--- src/rtl/demux_b.sv ---
// demux_b: registered 1-to-2 demultiplexer. Each accepted input word is steered
// by sel into one of two small FIFOs (channel 1 when sel=1, channel 2 when sel=0),
// each presenting its head word with a valid/ready handshake.
module demux_b #(
    parameter int WIDTH = 12,
    parameter int DEPTH = 2
) (
    input  logic                     clk,
    input  logic                     rst,
    input  logic [WIDTH-1:0]         in_data,
    input  logic                     sel,
    input  logic                     in_valid,
    output logic                     in_ready,
    output logic [WIDTH-1:0]         out1_data,
    output logic                     out1_valid,
    input  logic                     out1_ready,
    output logic [$clog2(DEPTH):0]   out1_count,
    output logic [WIDTH-1:0]         out2_data,
    output logic                     out2_valid,
    input  logic                     out2_ready,
    output logic [$clog2(DEPTH):0]   out2_count
);

    localparam int AW = $clog2(DEPTH);   // index bits into storage
    localparam int PW = AW + 1;          // pointer bits, one extra to tell full from empty

    // Channel index 0 is output 1 (sel=1), index 1 is output 2 (sel=0).
    logic [1:0]       full;
    logic [1:0]       empty;
    logic [1:0]       push;
    logic [1:0]       pop;
    logic [1:0]       cons_ready;
    logic [WIDTH-1:0] head  [2];
    logic [PW-1:0]    count [2];

    assign cons_ready = {out2_ready, out1_ready};

    // Ready only reflects the FIFO the current sel points at, so a stalled
    // channel never blocks traffic headed for the other one.
    assign in_ready = sel ? ~full[0] : ~full[1];

    genvar gi;
    generate
        for (gi = 0; gi < 2; gi++) begin : g_chan
            logic [WIDTH-1:0] mem_q [DEPTH];
            logic [WIDTH-1:0] mem_d [DEPTH];
            logic [PW-1:0]    wr_ptr_q, wr_ptr_d;
            logic [PW-1:0]    rd_ptr_q, rd_ptr_d;
            logic             chan_sel;

            assign chan_sel  = (gi == 0) ? sel : ~sel;
            assign empty[gi] = (wr_ptr_q == rd_ptr_q);
            assign full[gi]  = (wr_ptr_q[AW] != rd_ptr_q[AW]) &&
                               (wr_ptr_q[AW-1:0] == rd_ptr_q[AW-1:0]);
            // A full FIFO is never written, even if it pops on the same edge.
            assign push[gi]  = in_valid && chan_sel && ~full[gi];
            // An empty FIFO shows no valid, so a same-cycle push is not bypassed.
            assign pop[gi]   = ~empty[gi] && cons_ready[gi];

            assign head[gi]  = mem_q[rd_ptr_q[AW-1:0]];
            assign count[gi] = wr_ptr_q - rd_ptr_q;

            // Next-state for storage and pointers from this cycle's push/pop.
            always_comb begin
                mem_d    = mem_q;
                wr_ptr_d = wr_ptr_q;
                rd_ptr_d = rd_ptr_q;
                if (push[gi]) begin
                    mem_d[wr_ptr_q[AW-1:0]] = in_data;
                    wr_ptr_d                = wr_ptr_q + PW'(1);
                end
                if (pop[gi]) begin
                    rd_ptr_d = rd_ptr_q + PW'(1);
                end
            end

            // State register; reset flushes the channel and clears its storage.
            always_ff @(posedge clk) begin
                if (rst) begin
                    for (int i = 0; i < DEPTH; i++) begin
                        mem_q[i] <= '0;
                    end
                    wr_ptr_q <= '0;
                    rd_ptr_q <= '0;
                end else begin
                    mem_q    <= mem_d;
                    wr_ptr_q <= wr_ptr_d;
                    rd_ptr_q <= rd_ptr_d;
                end
            end
        end
    endgenerate

    assign out1_data  = head[0];
    assign out1_valid = ~empty[0];
    assign out1_count = count[0];
    assign out2_data  = head[1];
    assign out2_valid = ~empty[1];
    assign out2_count = count[1];

endmodule

--- config.mk ---
export PLATFORM = sky130hd
export DESIGN_NAME = demux_b
export DESIGN_NICKNAME = d
export VERILOG_FILES = /design/src/rtl/demux_b.sv
export SDC_FILE = /design/constraint.sdc
export NUM_CORES = 1
export LEC_CHECK = 0
export BUFFER_PORTS_ARGS = -buffer_cell sky130_fd_sc_hd__buf_4
export CAP_MARGIN = 40
export CORE_MARGIN = 4
export CORE_UTILIZATION = 28
export CTS_CLUSTER_SIZE = 20
export DETAILED_ROUTE_END_ITERATION = 16
export GPL_TIMING_DRIVEN = 0
export PLACE_DENSITY = 0.51
export SETUP_SLACK_MARGIN = 0.5
export SYNTH_ARGS = -nofsm -noshare
export SYNTH_HDL_FRONTEND = slang
export SYNTH_SLANG_ARGS = --single-unit
--- constraint.sdc ---
create_clock -name clk -period 2 [get_ports clk]
set_input_delay 0.2 -clock clk [delete_from_list [all_inputs] [get_ports clk]]
set_output_delay 0.2 -clock clk [all_outputs]
set_load 0.02 [all_outputs]
# Word level (Yosys, flattened, before mapping)
# Cells that the tools add are included.
[totals]
reg_bits = 56
in_bits = 18
output_inout_bits = 31
wordCells = 58
[op_classes]
addsub = 6
n_lt_le_gt_ge = 6
eq_ne = 6
muxes = 13
bitwise_logic = 9
n_reduce_logical = 10
[op_table]
columns = ["op", "count"]
rows = [
  ["$mux 12", 8],
  ["$bwmux 24", 2],
  ["$demux 12 s1", 2],
  ["$logic_and 1x1->1", 10],
  ["$add 2x1->2 const B", 4],
  ["$ge 2x2->1 const B", 4],
  ["$not 1->2", 4],
  ["$not 1->1", 5],
  ["$eq 2x2->1", 2],
  ["$lt 2x1->1 const B", 2],
  ["$sub 2x2->2", 2],
  ["$eq 1x1->1", 2],
  ["$ne 1x1->1", 2],
  ["$mux 1", 1],
]

# Logic depth before layout (Yosys ltp)
# Gate-level depths: netlist (run 1).
[depth]
ltp_word = 6
mapped_depth = 7
depth_no_buf = 5

# Worst setup path after synthesis (run 1)
# OpenSTA, ideal clock, no wires.
[synth_path]
path_type = "reg-to-reg"
start = "reg g_chan[0].wr_ptr_q[0]"
end = "reg g_chan[0].rd_ptr_q[0]"
setup_time_ns = 0.121
arrival_time_ns = 1.542
required_ns = 1.879
slack_ns = 0.337
path_stages_with_launch = 7
n_path_buf = 1
period_less_slack_ns = 1.663
path_cell_list = "dfxtp_1 > inv_1 > ha_1 > clkbuf_1 > inv_1 > o21ai_0 > mux2_2"
[synth_between]
elab_chain_len = 3
[synth_rtl]
columns = ["item", "line", "text"]
rows = [
  ["start, declared", "47", "logic [PW-1:0] wr_ptr_q, wr_ptr_d;"],
  ["start signal, assigned", "87", "wr_ptr_q <= wr_ptr_d;"],
  ["$eq 2x2->1", "52", "assign empty[gi] = (wr_ptr_q == rd_ptr_q);"],
  ["$not 1->1", "58", "assign pop[gi] = ~empty[gi] && cons_ready[gi];"],
  ["$logic_and 1x1->1", "58", ""],
  ["end signal, assigned", "88", "rd_ptr_q <= rd_ptr_d;"],
  ["end, declared", "48", "logic [PW-1:0] rd_ptr_q, rd_ptr_d;"],
]
# No other way between the ends.
# A chain may end at the register's enable or synchronous reset.

# Worst setup path after layout (run 1)
[layout_path]
start = "reg g_chan[1].wr_ptr_q[0]"
end = "out in_ready"
[layout_between]
elab_chain_len = 4
[layout_rtl]
columns = ["item", "line", "text"]
rows = [
  ["start, declared", "47", ""],
  ["start signal, assigned", "87", ""],
  ["$eq 1x1->1", "54", "(wr_ptr_q[AW-1:0] == rd_ptr_q[AW-1:0]);"],
  ["$logic_and 1x1->1", "53", "assign full[gi] = (wr_ptr_q[AW] != rd_ptr_q[AW]) &&"],
  ["$not 1->1", "40", "assign in_ready = sel ? ~full[0] : ~full[1];"],
  ["$mux 1", "40", ""],
  ["end, declared", "13", "output logic in_ready,"],
]
# No other way between the ends.

==> key figures, run 1 <==
Routing
  – Wire length on met3: 287 um
  – Via density: 4.47
  – Number of DRC markers in iteration 0: 68
  – Routed wire per std cell: 15.3 um
  – Routed wl met2: 2980 um
  – Drt drc: 0
  – Initial DRT Pass Iterations: 4
  – Total number of vias: 1987
  – Total wire length: 6830 um
  – Top Metal Used: met4
  – M1 WL: 3490 um
  – Post-route antenna net violation count: 0

Finish
  – Cell Count, Final, Fillers Out: 445
  – Core Util, Final: 43.6%
  – Area grow syn2layout: 49.9%
  – Layout net count: 356
  – Diodes inserted: 0
  – Layout cells sized above 1: 42.1%

Synthesis
  – Syn avg cell area: 9.97 um^2
  – Synthesized area: 0.00256 mm^2
  – Yosys top cell area share: 43.7%
  – Synth unique cells: 28
  – Mapped Nets: 277
  – Ys Warns: 0
  – Post-synthesis sequential element count: 56
  – Synth top cells by count: nand2_1 (66), dfxtp_1 (56), mux2i_1 (50), mux2_2 (28), clkbuf_1 (10)
  – Async set-reset flop share out of synthesis: 0%
  – Most common cell in the netlist: nand2_1
  – Seq/Total Area, Yosys: 43.7%
  – Post-synth EDFFs: 0
  – Leading post-synthesis cells by cell area: dfxtp_1 (44%), mux2i_1 (20%), mux2_2 (12%)
  – Yosys top cell by area: dfxtp_1
  – Cell count after synthesis: 257
  – Most used flip-flop cell after synthesis: dfxtp_1

Clock tree
  – Num CTS Buffers: 5
  – Clock slew at reported path FFs: 0.10 ns
  – Root Driver: clkbuf_8
  – CTS tree: yes
  – CTS Hold Buffers Added: 0
  – Clk buf depth: 2
  – H-tree Lvls: 2
  – Skew-Pair Late Insertion Delay: 0.31 ns
  – Clk sinks: 56

Die
  – I/O pins: 49
  – Die width: 104 um
  – Initial core utilization: 29.1%
  – Die ar.: 0.0107 mm^2
  – Core area: 0.00881 mm^2
  – Rows: 34
  – Die height: 104 um

Setup path
  – CP Capture Type: primary output
  – Crit path max fanout: 5
  – Arr. time, crit path: 1.42 ns
  – Worst EP required: 1.80 ns
  – Startpoint types: register
  – Cells on worst reg2reg path: 7
  – Critical path type: register to primary output

Placed design
  – Placed cell count: 413
  – Routability cong.: 0.711
  – HPWL after DPL: 4540 um
  – IO Port Bufs: 48

Power
  – Power per cell area: 761 mW/mm^2
  – Pleak: 1.79 nW
  – Maximum vdd drop: 0.285 mV

Timing
  – Hold Fails Final Rpt: 0
  – Min Tclk post-route: 1.62 ns
  – Max-slew violations: 0
  – Crit share post-route: 80.8%
  – Max-slew headroom: 63.6%
  – Unrepaired setup endpoints after global routing: true
  – Endpoints failing setup: 0
  – Setup TNS: 0 ns
  – Worst Tran Pin Value: 0.546 ns
  – Fmax: 619 MHz
  – Clk_skew: 0.0102 ns

GRT
  – First-pass GRT wire length: 11200 um
  – Number of antenna violations at the first check in global routing: 0
  – Pin count of the biggest net entering global routing: 17
  – GRT Resource Usage Total: 12.9%
  – Vias in the first global route: 2145
  – Global route total overflow: 0

Min path
  – Min-Delay Path Class: primary input to register
  – Hold path depth: 3

Job
  – Max_cap viols: 0

Status
  – Status: finished clean
==> final cells by class <==
cell class / instances / area, um^2
plain buffers: 17 / 189
clock buffers: 7 / 96.3
clock inverters: 1 / 30.0
fillers: 875 / 4970
inverters: 5 / 28.8
multi-input cells: 179 / 1490
flip-flops and latches: 56 / 1140
well taps: 108 / 135
repair buffers: 72 / 734
==> logic make-up (layout without fill, tap and decap cells) <==
group	after synthesis	in the layout	share of synthesized area (%)
mux	78	78	31.8
fa+ha+maj	2	2	0.976
buf+inv	22	102	5.13
compound gates	13	13	3.71
flops	56	56	43.8
simple gates	81	81	12.6
xor+xnor	5	5	2.00
==> sequential cells by signal, indices dropped and copies added, names as in the netlist <==
name / cells
g_chan.mem_q: 48
g_chan.rd_ptr_q: 4
g_chan.wr_ptr_q: 4
==> worst paths after layout <==
kind                                      startpoint                                  to  slack, ns
setup / recovery  g_chan[1].wr_ptr_q[0]$_SDFFE_PP0P_                            in_ready       0.38
hold / removal                            out2_ready  g_chan[1].rd_ptr_q[1]$_SDFFE_PP0P_       0.17
setup reg to reg  g_chan[0].rd_ptr_q[0]$_SDFFE_PP0P_    g_chan[0].mem_q[16]$_SDFFE_PP0P_       0.42
hold reg to reg      g_chan[1].mem_q[9]$_SDFFE_PP0P_     g_chan[1].mem_q[9]$_SDFFE_PP0P_       0.46
==> power breakdown <==
part	internal, mW	switching (mW)
logic	0.496	0.400
registers	1.17	0.0352
clock network	0.443	0.381
total	2.11	0.817
==> metal layers <==
| metal | vias to the layer above | global-route usage (%) |
|---|---|---|
| met2 | 42 | 20.3 |
| met3 | 8 | 2.92 |
| met5 | - | 0 |
| met4 | 0 | 3.42 |
| li1 | 1019 | - |
| met1 | 918 | 17.7 |
==> critical path, stage by stage, from the launching register on <==
cell and delay [ns]:
dfxtp_2 0.37, inv_4 0.05, ha_4 0.28, inv_6 0.05, nor3_2 0.14, a31oi_1 0.05, buf_4 0.17
==> layout by cell type (no fill, tap or decap), types with 2 or more instances in the layout <==
cell / count
buf_4: 35
dfxtp_1: 49
a21oi_1: 3
buf_16: 2
mux2i_1: 50
ha_4: 2
nor2_1: 7
buf_8: 4
xnor2_1: 2
clkbuf_8: 7
mux2_4: 22
mux2_2: 6
buf_12: 5
nand4_1: 2
clkbuf_1: 7
inv_2: 2
buf_6: 35
dfxtp_4: 3
inv_4: 2
dfxtp_2: 4
nand2_1: 64
nor2b_1: 5
==> what timing repair did <==
item,CTS,global route
gates resized for setup,68,33
gates cloned,2,1
buffers inserted,14,7
pin swaps,5,5
setup endpoints to repair,75,68
==> stage by stage <==
step                      instance area, um^2  hold WS (ns)  power, mW  setup WS, ns
after floorplan                          2610         0.373       1.62         0.517
after global placement                   3110         0.441       1.82         0.203
after detailed placement                 3110         0.444       1.83         0.196
after CTS                                3650         0.172       2.87         0.314
after global routing                     3840         0.182       3.06         0.321
final                                    3840         0.168       2.92         0.383
No activity file was read; power rests on OpenSTA's default activity.
==> inputs of run 2 (changes only) <==
==> constraint.sdc (replaced) <==
create_clock -name clk -period 1.63 [get_ports clk]
set_input_delay 0.163 -clock clk [delete_from_list [all_inputs] [get_ports clk]]
set_output_delay 0.163 -clock clk [all_outputs]
set_load 0.02 [all_outputs]
==> run 2 against run 1 <==
Sequential share of layout area is 2.0 points lower; largest power group unchanged; setup slack worse by 0.35 ns; combinational power is 44% higher; sequential cell count stayed put; highest routed layer unchanged; first-iteration DRC count is 13% lower; clock power is 2% lower.
==> key figures, run 2 (synthesized netlist as in run 1, its figures left out) <==
Setup path
  – Worst EP required: 1.83 ns (was 1.80 ns)
  – Crit path max fanout: 5 (unchanged)
  – Arr. time, crit path: 1.79 ns (was 1.42 ns)
  – CP Capture Type: register (was primary output)
  – Cells on worst reg2reg path: 7 (unchanged)
  – Startpoint types: register (unchanged)
  – Critical path type: register to register (was register to primary output)

GRT
  – Pin count of the biggest net entering global routing: 18 (was 17)
  – Number of antenna violations at the first check in global routing: 0 (unchanged)
  – Vias in the first global route: 2210 (was 2145)
  – First-pass GRT wire length: 11300 um (was 11200 um)
  – Global route total overflow: 0 (unchanged)
  – GRT Resource Usage Total: 12.8% (was 12.9%)

Routing
  – Via density: 4.60 (was 4.47)
  – Initial DRT Pass Iterations: 4 (unchanged)
  – Routed wire per std cell: 15.0 um (was 15.3 um)
  – Total number of vias: 2132 (was 1987)
  – Post-route antenna net violation count: 0 (unchanged)
  – Drt drc: 0 (unchanged)
  – Total wire length: 6940 um (was 6830 um)
  – Number of DRC markers in iteration 0: 59 (was 68)

Clock tree
  – CTS Hold Buffers Added: 0 (unchanged)
  – Skew-Pair Late Insertion Delay: 0.31 ns (about the same)
  – H-tree Lvls: 2 (unchanged)
  – CTS tree: yes (unchanged)
  – Root Driver: clkbuf_8 (unchanged)
  – Num CTS Buffers: 5 (unchanged)
  – Clk sinks: 56 (unchanged)
  – Clk buf depth: 2 (unchanged)
  – Clock slew at reported path FFs: 0.10 ns (about the same)

Finish
  – Most common cell after layout, fill and taps aside: nand2_1 (unchanged)
  – Fill count: 825 (was 875)
  – Max reg flops: 48 (unchanged)
  – Core Util, Final: 47.0% (was 43.6%)
  – Most frequent cells in the layout: nand2_1 (64), buf_6 (55), mux2i_1 (50), dfxtp_1 (48), buf_4 (31) (was nand2_1 (64), mux2i_1 (50), dfxtp_1 (49), buf_6 (35), buf_4 (35))
  – Post-route cell area: 0.00414 mm^2 (was 0.00384 mm^2)
  – Layout net count: 374 (was 356)
  – Diodes inserted: 0 (unchanged)
  – Layout cells sized above 1: 47.3% (was 42.1%)
  – Largest regs: g_chan.mem_q x48, g_chan.rd_ptr_q x4, g_chan.wr_ptr_q x4 (unchanged)
  – Area grow syn2layout: 61.5% (was 49.9%)
  – Largest Register: g_chan.mem_q (unchanged)
  – Cell Count, Final, Fillers Out: 463 (was 445)

Timing
  – Unrepaired setup endpoints after global routing: true (unchanged)
  – Fmax: 627 MHz
  – Max-slew headroom: 65.4% (was 63.6%)
  – Min Tclk post-route: 1.59 ns
  – Hold Fails Final Rpt: 0 (unchanged)
  – Clk_skew: 0.00426 ns (was 0.0102 ns)
  – Max-slew violations: 0 (unchanged)
  – Setup WS post-layout: 0.0359 ns (was 0.383 ns)
  – Worst hold slack: 0.137 ns (was 0.168 ns)
  – Worst Tran Pin Value: 0.519 ns (was 0.546 ns)
  – Setup TNS: 0 ns (unchanged)
  – Endpoints failing setup: 0 (unchanged)
  – Crit share post-route: 97.8%

Die
  – Die height: 104 um (unchanged)
  – Die ar.: 0.0107 mm^2 (unchanged)
  – Rows: 34 (unchanged)
  – Die width: 104 um (unchanged)
  – Core area: 0.00881 mm^2 (unchanged)
  – Initial core utilization: 29.1% (unchanged)
  – I/O pins: 49 (unchanged)

Job
  – Max_cap viols: 0 (unchanged)

Placed design
  – Area of placed instances: 0.00320 mm^2 (was 0.00311 mm^2)
  – Routability cong.: 0.722 (was 0.711)
  – Placed cell count: 413 (unchanged)
  – HPWL after DPL: 4560 um (was 4540 um)
  – IO Port Bufs: 48 (unchanged)
  – Pre-CTS setup slack: 0.0652 ns (was 0.196 ns)

Power
  – Tot Pwr: 3.58 mW (was 2.92 mW)
  – Pleak: 1.94 nW (was 1.79 nW)
  – Power per cell area: 864 mW/mm^2 (was 761 mW/mm^2)
  – Maximum vdd drop: 0.407 mV (was 0.285 mV)

Status
  – Status: finished clean (unchanged)

Min path
  – Hold path depth: 3 (unchanged)
  – Min-Delay Path Class: primary input to register (unchanged)
run 2: changes by cell type in the layout (fill, tap and decap cells not counted), sizes merged:
cell / previous run / this run
buf: 81 / 99
bufinv: 1 / 0
clkinvlp: 0 / 2
clkbuf: 15 / 14
run 2: worst max-delay path, cell delays in order, from the launching register on:
cell,delay [ns]
dfxtp_2,0.35
buf_6,0.11
ha_4,0.21
buf_8,0.13
a211o_1,0.30
buf_6,0.15
buf_12,0.14
mux2i_1,0.11
run 2: power breakdown:
group          total (mW)  switching, mW  internal, mW
Combinational        1.29          0.541         0.748
Sequential           1.48         0.0449          1.43
Clock               0.811          0.466         0.345
run 2: area by class of cell:
class,instances,area (um^2),share of cell area [%]
plain buffers,17,193,4.66
clock buffers,6,82.6,2.00
clock inverters,2,15.0,0.363
inverters,5,28.8,0.695
multi-input cells,179,1570,37.9
flip-flops and latches,56,1140,27.6
well taps,108,135,3.27
repair buffers,90,976,23.6
run 2: worst paths after layout:
path	start	end	slack, ns
worst max-delay path	g_chan[0].rd_ptr_q[0]$_SDFFE_PP0P_	g_chan[0].mem_q[16]$_SDFFE_PP0P_	0.04
worst min-delay path	out2_ready	g_chan[1].rd_ptr_q[1]$_SDFFE_PP0P_	0.14
worst max register to register	g_chan[0].rd_ptr_q[0]$_SDFFE_PP0P_	g_chan[0].mem_q[16]$_SDFFE_PP0P_	0.04
worst min register to register	g_chan[1].mem_q[17]$_SDFFE_PP0P_	g_chan[1].mem_q[17]$_SDFFE_PP0P_	0.46
run 2: per-layer routing:
layer	vias to the layer above	track usage, %	share of wire (%)
met2	49	20.8	46
met3	5	3.30	5.6
met4	0	2.56	0.63
met5	-	0	0
met1	1018	17.2	48
li1	1060	-	-
run 2: what timing repair did:
action	CTS	global route
gates cloned	4	1
endpoints found under the setup margin	87	87
resized for setup	74	42
buffers inserted	31	6
pin swaps	11	12
==> inputs of run 3 (changes only) <==
--- a/config.mk
+++ b/config.mk
@@ -7,12 +7,14 @@
 export LEC_CHECK = 0
 export BUFFER_PORTS_ARGS = -buffer_cell sky130_fd_sc_hd__buf_4
 export CAP_MARGIN = 40
+export CELL_PAD_IN_SITES_DETAIL_PLACEMENT = 1
+export CELL_PAD_IN_SITES_GLOBAL_PLACEMENT = 1
 export CORE_MARGIN = 4
 export CORE_UTILIZATION = 28
 export CTS_CLUSTER_SIZE = 20
 export DETAILED_ROUTE_END_ITERATION = 16
 export GPL_TIMING_DRIVEN = 0
-export PLACE_DENSITY = 0.51
+export PLACE_DENSITY = 0.61
 export SETUP_SLACK_MARGIN = 0.5
 export SYNTH_ARGS = -nofsm -noshare
 export SYNTH_HDL_FRONTEND = slang
==> run 3 against run 2 <==
Clock-buffer cell count unchanged; critical endpoint is now g_chan[1].wr_ptr_q[0]$_SDFFE_PP0P_; clock skew increased by 0.0092 ns; clock power increased by 14%; register-to-register slack got worse by 0.03 ns; largest power group unchanged; combinational power decreased by 9%.
==> key figures, run 3 (synthesized netlist as in run 1, its figures left out) <==
Status
  – Status: finished clean (unchanged)

Setup path
  – CP max stage cell: dfxtp_2 (unchanged)
  – R2R Path End: g_chan[1].wr_ptr_q[0]$_SDFFE_PP0P_ (was g_chan[0].mem_q[16]$_SDFFE_PP0P_)
  – R2R Setup Slk: 0.01 ns (was 0.04 ns)
  – Critical path type: register to register (unchanged)
  – Worst path bufs/invs: 4 (unchanged)
  – CP most frequent cell: buf_6 (unchanged)
  – Cell chain of the critical path: buf_6 -> ha_4 -> inv_6 -> buf_4 -> o211a_4 -> buf_6 -> a22o_1 (was buf_6 -> ha_4 -> buf_8 -> a211o_1 -> buf_6 -> buf_12 -> mux2i_1)
  – CP max stage delay: 0.34 ns (was 0.35 ns)
  – Startpoint types: register (unchanged)
  – Worst EP required: 1.84 ns (was 1.83 ns)
  – Cells on worst reg2reg path: 7 (unchanged)
  – Arr. time, crit path: 1.83 ns (was 1.79 ns)
  – Crit path max fanout: 4 (was 5)
  – R2R Path Start: g_chan[1].rd_ptr_q[0]$_SDFFE_PP0P_ (was g_chan[0].rd_ptr_q[0]$_SDFFE_PP0P_)
  – Top Family by Delay on Critical Path: compound AO/OA/AOI/OAI gates (was buffers and inverters)
  – CP Capture Type: register (unchanged)

Timing
  – Max-slew headroom: 61.4% (was 65.4%)
  – Clk_skew: 0.0134 ns (was 0.00426 ns)
  – Fmax: 617 MHz (was 627 MHz)
  – Min Tclk post-route: 1.62 ns (was 1.59 ns)
  – Crit share post-route: 99.4% (was 97.8%)
  – Worst hold slack: 0.139 ns (was 0.137 ns)
  – Max-slew violations: 0 (unchanged)
  – Unrepaired setup endpoints after global routing: true (unchanged)
  – Endpoints failing setup: 0 (unchanged)
  – Hold Fails Final Rpt: 0 (unchanged)
  – Worst Tran Pin Value: 0.579 ns (was 0.519 ns)

Routing
  – Total number of vias: 2107 (was 2132)
  – Post-route antenna net violation count: 0 (unchanged)
  – Number of DRC markers in iteration 0: 40 (was 59)
  – Routed wire per std cell: 16.5 um (was 15.0 um)
  – Drt drc: 0 (unchanged)
  – Total wire length: 7480 um (was 6940 um)
  – Initial DRT Pass Iterations: 4 (unchanged)
  – Via density: 4.65 (was 4.60)

Min path
  – Hold Path End: g_chan[0].rd_ptr_q[1]$_SDFFE_PP0P_ (was g_chan[1].rd_ptr_q[1]$_SDFFE_PP0P_)
  – Hold Startpoint: out1_ready (was out2_ready)
  – Min-Delay Path Class: primary input to register (unchanged)
  – Hold path depth: 3 (unchanged)

Clock tree
  – CTS Hold Buffers Added: 0 (unchanged)
  – Clk sinks: 56 (unchanged)
  – Skew-Pair Late Insertion Delay: 0.31 ns (about the same)
  – Num CTS Buffers: 5 (unchanged)
  – CTS tree: yes (unchanged)
  – Clk buf depth: 2 (unchanged)
  – Clock slew at reported path FFs: 0.11 ns (was 0.10 ns)
  – Root Driver: clkbuf_8 (unchanged)
  – H-tree Lvls: 2 (unchanged)

Placed design
  – IO Port Bufs: 48 (unchanged)
  – Routability cong.: 0.695 (was 0.722)
  – HPWL after DPL: 4910 um (was 4560 um)

Die
  – Die height: 104 um (unchanged)
  – Initial core utilization: 29.1% (unchanged)
  – I/O pins: 49 (unchanged)
  – Rows: 34 (unchanged)
  – Die ar.: 0.0107 mm^2 (unchanged)
  – Die width: 104 um (unchanged)
  – Core area: 0.00881 mm^2 (unchanged)

GRT
  – GRT Resource Usage Total: 14.2% (was 12.8%)
  – Number of antenna violations at the first check in global routing: 0 (unchanged)
  – Global route total overflow: 0 (unchanged)
  – Pin count of the biggest net entering global routing: 17 (was 18)
  – Met1 usage: 18.4% (was 17.2%)
  – Vias in the first global route: 2335 (was 2210)
  – First-pass GRT wire length: 12200 um (was 11300 um)
  – GR Layer Usage met2: 24.1% (was 20.8%)
  – Busiest grt layer: met2 (unchanged)
  – Routing usage on met3: 3.54% (was 3.30%)

Finish
  – Fill count: 956 (was 825)
  – Largest regs: g_chan.mem_q x48, g_chan.rd_ptr_q x4, g_chan.wr_ptr_q x4 (unchanged)
  – Area grow syn2layout: 55.9% (was 61.5%)
  – Layout cells sized above 1: 43.5% (was 47.3%)
  – Diodes inserted: 0 (unchanged)
  – Largest Register: g_chan.mem_q (unchanged)
  – Max reg flops: 48 (unchanged)
  – Most frequent cells in the layout: nand2_1 (65), mux2i_1 (50), dfxtp_1 (49), buf_6 (42), buf_4 (31) (was nand2_1 (64), buf_6 (55), mux2i_1 (50), dfxtp_1 (48), buf_4 (31))
  – Layout net count: 364 (was 374)
  – Most common cell after layout, fill and taps aside: nand2_1 (unchanged)

Power
  – Pleak: 1.88 nW (was 1.94 nW)
  – Power per cell area: 896 mW/mm^2 (was 864 mW/mm^2)
  – Maximum vdd drop: 0.357 mV (was 0.407 mV)
  – Tot Pwr: 3.58 mW (about the same)

Job
  – Max_cap viols: 0 (unchanged)
run 3: cell count changes in the layout (fill, tap and decap cells not counted), moves of 2 or more:
cell and delta:
buf_6 -13, dfxtp_4 -2, nor2_1 +2, clkinvlp_4 -2, nor2_2 -2, buf_12 +2
run 3: worst max path at each step:
stage	start	end	slack, ns	depth (start not counted)
after global routing	g_chan[0].rd_ptr_q[0]$_SDFFE_PP0P_	g_chan[0].mem_q[20]$_SDFFE_PP0P_	-0.03	7
after floorplan	g_chan[0].wr_ptr_q[0]$_SDFFE_PP0P_	g_chan[0].mem_q[14]$_SDFFE_PP0P_	0.15	7
after CTS	g_chan[1].rd_ptr_q[0]$_SDFFE_PP0P_	in_ready	0.005	6
after global placement	g_chan[0].rd_ptr_q[0]$_SDFFE_PP0P_	g_chan[0].mem_q[20]$_SDFFE_PP0P_	0.05	6
after detailed placement	g_chan[0].rd_ptr_q[0]$_SDFFE_PP0P_	g_chan[0].mem_q[20]$_SDFFE_PP0P_	0.04	6
final	g_chan[1].rd_ptr_q[0]$_SDFFE_PP0P_	g_chan[1].wr_ptr_q[0]$_SDFFE_PP0P_	0.01	7
run 3: metal layers:
layer,vias up,routed length [um],share of wire (%)
met3,2,297,4.0
li1,1045,-,-
met4,0,19,0.25
met2,45,3650,49
met1,1015,3510,47
met5,-,0,0
run 3: what timing repair did:
item | 4_1_cts | 5_1_grt
setup endpoints to repair | 86 | 87
buffers inserted | 26 | 1
pin swaps | 5 | 6
gates resized for setup | 77 | 14
gates cloned | 5 | 0
run 3: where the power goes:
part           leakage [nW]  switching, mW  total [mW]  internal (mW)
Combinational          1.37          0.520        1.18          0.665
Sequential            0.459         0.0416        1.47           1.43
Clock                0.0552          0.464       0.922          0.457
run 3: worst register-to-register path, stage by stage (launching register included):
cell and delay [ns]:
dfxtp_2 0.34, buf_6 0.12, ha_4 0.28, inv_6 0.04, buf_4 0.13, o211a_4 0.27, buf_6 0.14, a22o_1 0.21
run 3: area by class of cell:
type | instances | area [um^2] | share of cell area, %
buffer | 17 | 191 | 4.79
sequential | 56 | 1130 | 28.4
multi-input combinational | 179 | 1510 | 37.8
inverter | 5 | 26.3 | 0.658
timing repair buffer | 80 | 887 | 22.2
clock buffer | 6 | 72.6 | 1.82
clock inverter | 2 | 35.0 | 0.877
tap | 108 | 135 | 3.38
run 3: per-stage QoR:
stage	std cells	setup WS (ns)	utilization [%]	setup TNS, ns	area (um^2)
after floorplan	257	0.147	-	0	2710
after global placement	413	0.0476	36.4	0	3200
after detailed placement	413	0.0440	36.4	0	3200
after CTS	452	0.00515	44.8	0	3950
after global routing	453	-0.0316	45.4	-0.226	3990
final	453	0.0104	45.4	0	3990
